<file path="src/rtl/spi_master_multi.sv">
`default_nettype none
// ============================================================================
// Module   : spi_master_multi
// Brief    : SPI master with runtime CPOL/CPHA, programmable SCLK divider,
//            MSB/LSB-first shifting, DATA_W-bit frames and NUM_CS one-hot
//            active-low chip selects behind a start/ready handshake.
// Revision : 1.0 - initial release
// ============================================================================
module spi_master_multi #(
    parameter int DATA_W = 8,
    parameter int NUM_CS = 4,
    parameter int DIV_W  = 8
) (
    input  logic                                          clk,
    input  logic                                          rst,
    input  logic                                          start,
    output logic                                          ready,
    input  logic                                          cpol,
    input  logic                                          cpha,
    input  logic                                          lsb_first,
    input  logic [DIV_W-1:0]                              clk_div,
    input  logic [((NUM_CS > 1) ? $clog2(NUM_CS) : 1)-1:0] cs_sel,
    input  logic [DATA_W-1:0]                             tx_data,
    output logic [DATA_W-1:0]                             rx_data,
    output logic                                          rx_valid,
    output logic                                          spi_sclk,
    output logic                                          spi_mosi,
    input  logic                                          spi_miso,
    output logic [NUM_CS-1:0]                             spi_cs_n
);

    localparam int c_BIT_W = $clog2(DATA_W);

    localparam logic [2:0] c_IDLE  = 3'd0;
    localparam logic [2:0] c_SETUP = 3'd1;
    localparam logic [2:0] c_LEAD  = 3'd2;
    localparam logic [2:0] c_TRAIL = 3'd3;
    localparam logic [2:0] c_HOLD  = 3'd4;
    localparam logic [2:0] c_DONE  = 3'd5;

    logic [2:0]         r_state;
    logic [2:0]         w_state_nxt;
    logic [DIV_W-1:0]   r_cnt;
    logic [DIV_W-1:0]   r_div;
    logic [c_BIT_W-1:0] r_bit;
    logic               r_cpol;
    logic               r_cpha;
    logic               r_lsb;
    logic [DATA_W-1:0]  r_tx_sh;
    logic [DATA_W-1:0]  r_rx_sh;
    logic [DATA_W-1:0]  r_rx_data;
    logic               r_rx_valid;
    logic               r_sclk;
    logic               r_mosi;
    logic [NUM_CS-1:0]  r_cs_n;

    logic               w_phase_end;
    logic [DIV_W-1:0]   w_cnt_nxt;
    logic               w_last_bit;
    logic               w_tx_bit;
    logic [DATA_W-1:0]  w_tx_shift;
    logic [DATA_W-1:0]  w_rx_shift;
    logic [NUM_CS-1:0]  w_cs_n_sel;

    // Each SETUP/LEAD/TRAIL/HOLD phase lasts clk_div+1 cycles
    assign w_phase_end = (r_cnt == r_div);
    assign w_cnt_nxt   = w_phase_end ? '0 : r_cnt + DIV_W'(1);
    assign w_last_bit  = (r_bit == c_BIT_W'(DATA_W - 1));

    // Next outgoing bit and the shift that consumes it, in the latched bit order
    assign w_tx_bit    = r_lsb ? r_tx_sh[0] : r_tx_sh[DATA_W-1];
    assign w_tx_shift  = r_lsb ? (r_tx_sh >> 1) : (r_tx_sh << 1);
    // MSB-first frames enter at bit 0, LSB-first frames at the top bit
    assign w_rx_shift  = r_lsb ? {spi_miso, r_rx_sh[DATA_W-1:1]}
                               : {r_rx_sh[DATA_W-2:0], spi_miso};

    assign ready    = (r_state == c_IDLE);
    assign rx_data  = r_rx_data;
    assign rx_valid = r_rx_valid;
    assign spi_sclk = r_sclk;
    assign spi_mosi = r_mosi;
    assign spi_cs_n = r_cs_n;

    // Decode cs_sel to one active-low line; out-of-range indices select nothing
    always_comb begin
        w_cs_n_sel = '1;
        for (int i = 0; i < NUM_CS; i++) begin
            if (int'(cs_sel) == i) begin
                w_cs_n_sel[i] = 1'b0;
            end
        end
    end

    // State register
    always_ff @(posedge clk) begin
        if (rst) begin
            r_state <= c_IDLE;
        end else begin
            r_state <= w_state_nxt;
        end
    end

    // Next-state logic: SETUP, DATA_W LEAD/TRAIL pairs, HOLD, one DONE cycle
    always_comb begin
        w_state_nxt = r_state;
        case (r_state)
            c_IDLE:  if (start)       w_state_nxt = c_SETUP;
            c_SETUP: if (w_phase_end) w_state_nxt = c_LEAD;
            c_LEAD:  if (w_phase_end) w_state_nxt = c_TRAIL;
            c_TRAIL: if (w_phase_end) w_state_nxt = w_last_bit ? c_HOLD : c_LEAD;
            c_HOLD:  if (w_phase_end) w_state_nxt = c_DONE;
            c_DONE:                   w_state_nxt = c_IDLE;
            default:                  w_state_nxt = c_IDLE;
        endcase
    end

    // Datapath: config latch, divider, SCLK/MOSI generation, MISO capture
    always_ff @(posedge clk) begin
        if (rst) begin
            r_cnt      <= '0;
            r_div      <= '0;
            r_bit      <= '0;
            r_cpol     <= 1'b0;
            r_cpha     <= 1'b0;
            r_lsb      <= 1'b0;
            r_tx_sh    <= '0;
            r_rx_sh    <= '0;
            r_rx_data  <= '0;
            r_rx_valid <= 1'b0;
            r_sclk     <= 1'b0;
            r_mosi     <= 1'b0;
            r_cs_n     <= '1;
        end else begin
            r_rx_valid <= 1'b0;

            if ((r_state == c_IDLE) || (r_state == c_DONE)) begin
                r_cnt <= '0;
            end else begin
                r_cnt <= w_cnt_nxt;
            end

            case (r_state)
                c_IDLE: begin
                    r_sclk <= cpol;
                    r_bit  <= '0;
                    if (start) begin
                        r_cpol  <= cpol;
                        r_cpha  <= cpha;
                        r_lsb   <= lsb_first;
                        r_div   <= clk_div;
                        r_cs_n  <= w_cs_n_sel;
                        r_rx_sh <= '0;
                        // CPHA=0 needs the first bit valid before the first edge
                        if (!cpha) begin
                            r_mosi  <= lsb_first ? tx_data[0] : tx_data[DATA_W-1];
                            r_tx_sh <= lsb_first ? (tx_data >> 1) : (tx_data << 1);
                        end else begin
                            r_tx_sh <= tx_data;
                        end
                    end
                end
                c_LEAD: begin
                    if (w_phase_end) begin
                        r_sclk <= ~r_cpol;
                        if (!r_cpha) begin
                            r_rx_sh <= w_rx_shift;
                        end else begin
                            r_mosi  <= w_tx_bit;
                            r_tx_sh <= w_tx_shift;
                        end
                    end
                end
                c_TRAIL: begin
                    if (w_phase_end) begin
                        r_sclk <= r_cpol;
                        if (r_cpha) begin
                            r_rx_sh <= w_rx_shift;
                        end else if (!w_last_bit) begin
                            r_mosi  <= w_tx_bit;
                            r_tx_sh <= w_tx_shift;
                        end
                        if (!w_last_bit) begin
                            r_bit <= r_bit + c_BIT_W'(1);
                        end
                    end
                end
                c_HOLD: begin
                    if (w_phase_end) begin
                        r_cs_n     <= '1;
                        r_rx_data  <= r_rx_sh;
                        r_rx_valid <= 1'b1;
                    end
                end
                default: begin
                end
            endcase
        end
    end

endmodule
`default_nettype wire

</file>
<file path="config.mk">
export PLATFORM = sky130hd
export DESIGN_NAME = spi_master_multi
export DESIGN_NICKNAME = d
export VERILOG_FILES = /design/src/rtl/spi_master_multi.sv
export SDC_FILE = /design/constraint.sdc
export NUM_CORES = 1
export LEC_CHECK = 0
export CORE_ASPECT_RATIO = 1.4
export CORE_UTILIZATION = 50
export DETAILED_ROUTE_END_ITERATION = 8
export GPL_ROUTABILITY_DRIVEN = 0
export PLACE_DENSITY_LB_ADDON = 0.15
export SETUP_SLACK_MARGIN = 0.02
export SLEW_MARGIN = 20
export SYNTH_ARGS = -nofsm -noshare
export SYNTH_HDL_FRONTEND = slang
export SYNTH_SLANG_ARGS = --single-unit
</file>
<file path="constraint.sdc">
create_clock -name clk -period 4.3 [get_ports clk]
set_input_delay 0.645 -clock clk [delete_from_list [all_inputs] [get_ports clk]]
set_output_delay 0.645 -clock clk [all_outputs]
set_load 0.01 [all_outputs]
</file>
* After elaboration in Yosys (flattened, before gate mapping)
Cells that the tools add are included.
** Cells by class
- Mux-type cells :: 48
- Magnitude comparators :: 0
- Multipliers :: 0
- Div/mod/pow operators :: 0
- Shift-type cells :: 0
- Equality and inequality tests :: 21
- Reductions and logical operators :: 17
- Bitwise logic cells :: 2
- Add/subtract/negate cells :: 2
** Operators with widths (number)
- two-way mux 8 bit :: 15
- one-hot mux 8 bit (3 select lines) :: 2
- two-way mux 3 bit :: 8
- inequality test 2 bit (second input constant) :: 11
- two-way mux 1 bit :: 16
- one-hot mux 3 bit (5 select lines) :: 1
- equality test 3 bit (second input constant) :: 3
- AND reduction 3 bit :: 3
- adder 8 x 1 -> 8 bit (second input constant) :: 1
- equality test 8 bit :: 1
- two-way mux 4 bit :: 2
- one-hot mux 4 bit (2 select lines) :: 1
- AND reduction 8 bit :: 1
- AND reduction 7 bit :: 1
- equality test 3 x 2 -> 1 bit (second input constant) :: 2
- one-hot mux 1 bit (3 select lines) :: 2
- one-hot mux 3 bit (2 select lines) :: 1
- AND reduction 6 bit :: 1
- AND reduction 5 bit :: 1
- equality test 2 bit (second input constant) :: 2
- AND reduction 2 bit :: 2
- nonzero test 2 bit :: 2
- adder 3 x 1 -> 3 bit (second input constant) :: 1
- equality test 3 x 1 -> 1 bit (second input constant) :: 1
- 8 further kinds :: 9
** Word-level totals
- Bits in latches :: 0
- Bits in registers :: 56
- RAM bits :: 0
- Memory bits (read-only) :: 0
- Memories kept :: 0

* Logic depth before layout (Yosys ltp)
- Depth in word-level cells :: 5
- Mapped depth :: 8
- Depth with buffers taken out :: 7

* Worst setup path before layout
No wires, ideal clock.
- Path type :: reg2reg
- Start point :: reg r_bit[0]
- End point :: reg r_tx_sh[6]
- Buffers on the path :: 1
- Arrival :: 1829 ps
- Cell stages (with the launch flop) :: 9
- Clock period less this slack :: 1900 ps
- Slack :: 2400 ps
- Setup time :: 70 ps
- Cells stage by stage :: dfxtp_1 > ha_1 > ha_1 > and4bb_1 > a211oi_1 > or2_4 > buf_6 > or3_1 > a21oi_1
** On the way
- Word-level cells in the longest chain between the ends :: 3
** RTL lines
- start, declared :: RTL line 45 : logic [c_BIT_W-1:0] r_bit;
- start signal, assigned :: RTL line 183 : r_bit <= r_bit + c_BIT_W'(1);
- equality test 3 bit :: RTL line 68 : assign w_last_bit = (r_bit == c_BIT_W'(DATA_W - 1));
- inequality test 2 bit (no source line)
- AND reduction 7 bit (no source line)
- end signal, assigned :: RTL line 156 : r_tx_sh <= lsb_first ? (tx_data >> 1) : (tx_data << 1);
- end signal, assigned :: RTL line 158 : r_tx_sh <= tx_data;
- end signal, assigned :: RTL line 169 : r_tx_sh <= w_tx_shift;
- end, declared :: RTL line 49 : logic [DATA_W-1:0] r_tx_sh;
No other way between the ends.
A chain may end at the register's enable or synchronous reset.

* Worst setup path after layout
- Start point :: reg r_state[2]
- End point :: out ready
** On the way
- Word-level cells in the longest chain between the ends :: 1
** RTL lines
- start, declared :: RTL line 41 : logic [2:0] r_state;
- start signal, assigned :: RTL line 97 : r_state <= c_IDLE;
- start signal, assigned :: RTL line 99 : r_state <= w_state_nxt;
- zero test 3 bit :: RTL line 77 : assign ready = (r_state == c_IDLE);
- end, declared :: RTL line 17 : output logic ready,
No other way between the ends.

==> reports/qor.txt <==
Hold Path Cell Cnt = 2
Crit path DAT = 1.84 ns
Critical Path RT = 3.65 ns
Reg area = 1121 um2
Register area share after synthesis = 0.3938
Setup Skew = 0.01303 ns
Clock buffer depth = 2
Slew @ Worst Pin = 0.9331 ns
Cell area after placement = 3224 um2
Cts repair resizes = 0
Yosys reg bits = 56
Yosys warns = 0
Footprint of the multi-input gates = 1588 um2
Starting Density = 0.5189
Clock sink count = 56
MaxCap Viol Count = 0
Asr flop ratio synth = 0
Hold_ws = 0.4731 ns
Fmax = 0.4022 GHz
Status = complete, no violations
Clk Tree Root Cell = clkbuf_8
GRT Util Overall = 0.2182
Combinational Power Share = 0.224
Die W = 65.77 um
Clock power frac = 0.262
Gr ovfl total = 0
PD cells = 344.0 nW/um2
Syn nets = 356
Initial antenna violation count = 0
Hold crit path type = register to register
Relative slew margins = 0.3771
Fin crit period = 2.487 ns
Syn_area_per_cell = 8.678 um2
Total Power = 1.140 mW
Syn Inst Count = 328
N_diodes = 0
Max FO, Critical Path = 14
P&R area growth vs syn = 16.48%
# fillers = 516
RSZ-0062 raised after global routing = no
Core area = 5485 um2
Die area = 6003 um2
Setup violators final = 0
Sw Share = 0.3171
Vias in the first global route = 2,265
CTS H-tree depth = 2
Max VDD drop = 235.4 uV
Via-to-Cell Ratio = 5.634
Number of flops mapped to enable cells by yosys = 0
Via Count = 2,383
Psw = 0.3616 mW
Clock Latency Late Sink = 0.32 ns
Int Pwr = 0.7788 mW
Critical path class = register to primary output
Largest net degree at the start of global routing = 38
Synth Flop Type = dfxtp_1
Post-synth cell types = 52
Die height = 91.28 um
1st-iter DRT viols = 117
Clock Pin Slew Worst Setup and Hold Paths = 0.10 ns
Pre-Repair DR Iteration Count = 4
Worst setup EP type = primary output
Dpl ws = 1.770 ns
Post-Route WL = 6063 um
Crit share post-route = 0.5783
Cts bufs inserted = 5
FP Rows = 32
Worst setup SP type = register
Setup Buffers After CTS = 0
First-pass GRT wire length = 10,370 um
Fin Setup TNS = 0 ns
Final-report max-slew violation count = 0
P_leak = 1.206 nW
NumNets Final = 382
Worst r2r path cells = 5
Final WS setup = 1.813 ns
Post-CTS Hold Fix Bufs = 0
Routed length per instance = 14.33 um
Post-DP HPWL = 4290 um
Reg power frac = 0.514
Hold Fails Final Rpt = 0
PortBufs = 40
Layout cell share with drive strength beyond 1 = 0.06761
Post-Layout Inst Area = 3316 um2
IO Pins = 41
Remaining antenna violation count = 0
Syn Std Cell Area = 2846 um2
CTS tree = built
Post-route DRC = 0
==> path summary, 6_finish.rpt <==
kind	startpoint	end	slack (ns)
setup / recovery	r_state[2]	ready	1.81
setup reg to reg	r_state[0]	spi_cs_n[3]	2.29
hold reg to reg	r_cpol	r_cpol	0.47
hold / removal	r_cpol	r_cpol	0.47
==> synth_stat cells (2+ instances only) <==
master	number	area [um2]
buf_4	2	15.01
a31oi_1	2	12.51
buf_6	2	22.52
and2_1	2	12.51
xnor2_1	11	96.34
nand2_1	45	168.9
nor3b_1	2	15.01
clkbuf_1	8	30.03
a211oi_1	4	30.03
nor3_1	2	10.01
a22oi_1	2	15.01
buf_2	11	55.05
a21o_1	2	15.01
or3b_2	3	26.28
nor4_1	7	43.79
a31o_1	6	52.55
o21ai_0	24	120.1
mux2i_1	29	290.3
mux2_2	2	22.52
a21oi_2	2	17.52
inv_1	4	15.01
xor2_1	6	52.55
a21oi_1	25	125.1
nand3b_1	2	15.01
or3_1	7	43.79
ha_1	3	37.54
nand3_1	6	30.03
nand4_1	4	25.02
and4_1	3	26.28
and3_1	2	12.51
dfxtp_1	56	1121
a32o_1	2	20.02
nor2_1	21	78.83
==> power by group through the flow <==
stage          clock, mW  combinational (mW)  sequential (mW)
2_1_floorplan          0               0.205            0.579
3_3_place_gp           0               0.252            0.597
3_5_place_dp           0               0.256            0.598
4_1_cts            0.306               0.257            0.586
5_1_grt            0.326               0.285            0.592
6_report           0.299               0.256            0.586
==> sequential cells by signal (all words and copies together) (netlist names), 3 cells and up <==
register,flops
r_bit,3
r_cnt,8
r_div,8
r_rx_sh,8
r_state,3
r_tx_sh,8
rx_data,8
spi_cs_n,4
==> worst max-delay path, stage by stage (launching register included) <==
cell and delay (ns):
dfxtp_1 0.49, nor3_2 0.43, clkdlybuf4s50_1 0.61
==> logic make-up after synthesis <==
kind of cell | share of synthesized area
AND/OR/NAND/NOR | 0.2075
XOR/XNOR | 0.05231
multiplexers | 0.1099
flip-flops | 0.3938
AO/OA/AOI/OAI | 0.1749
buffers and inverters | 0.04835
adder cells (fa/ha/maj) | 0.01319
==> metrics by stage <==
step	utilization	cells
6_report	0.6045	423
5_1_grt	0.6045	423
4_1_cts	0.6045	423
3_5_place_dp	0.5878	415
3_3_place_gp	0.5878	415
2_1_floorplan	-	328
==> cell type report <==
| type | instances | area share |
|---|---|---|
| clock buffer | 5 | 0.02075 |
| clock inverter | 3 | 0.006792 |
| inverter | 4 | 0.004528 |
| sequential | 56 | 0.3381 |
| tap | 68 | 0.02566 |
| multi-input combinational | 245 | 0.4789 |
| timing repair buffer | 42 | 0.1253 |
==> cell usage in the layout (no fill, tap or decap), drive strengths merged, types with 3 or more instances in the layout <==
master         count
o21ai             25
or3b               4
mux2i             29
nand2             45
or3                7
clkdlybuf4s50     40
a31o               6
ha                 3
nand3              6
inv                5
clkbuf             5
and4               3
nand4              4
a21oi             27
nor2              22
a211oi             4
xor2               6
xnor2             11
nor3               3
dfxtp             56
nor4               8
==> metal layers <==
layer	part of all wire	up-vias	GRT usage
li1	-	1223	-
met1	0.43	1097	0.2574
met2	0.51	53	0.3861
met3	0.036	10	0.03141
met4	0.021	0	0.07971
met5	0	-	0
Note: power is estimated with default switching activity, not from simulation.
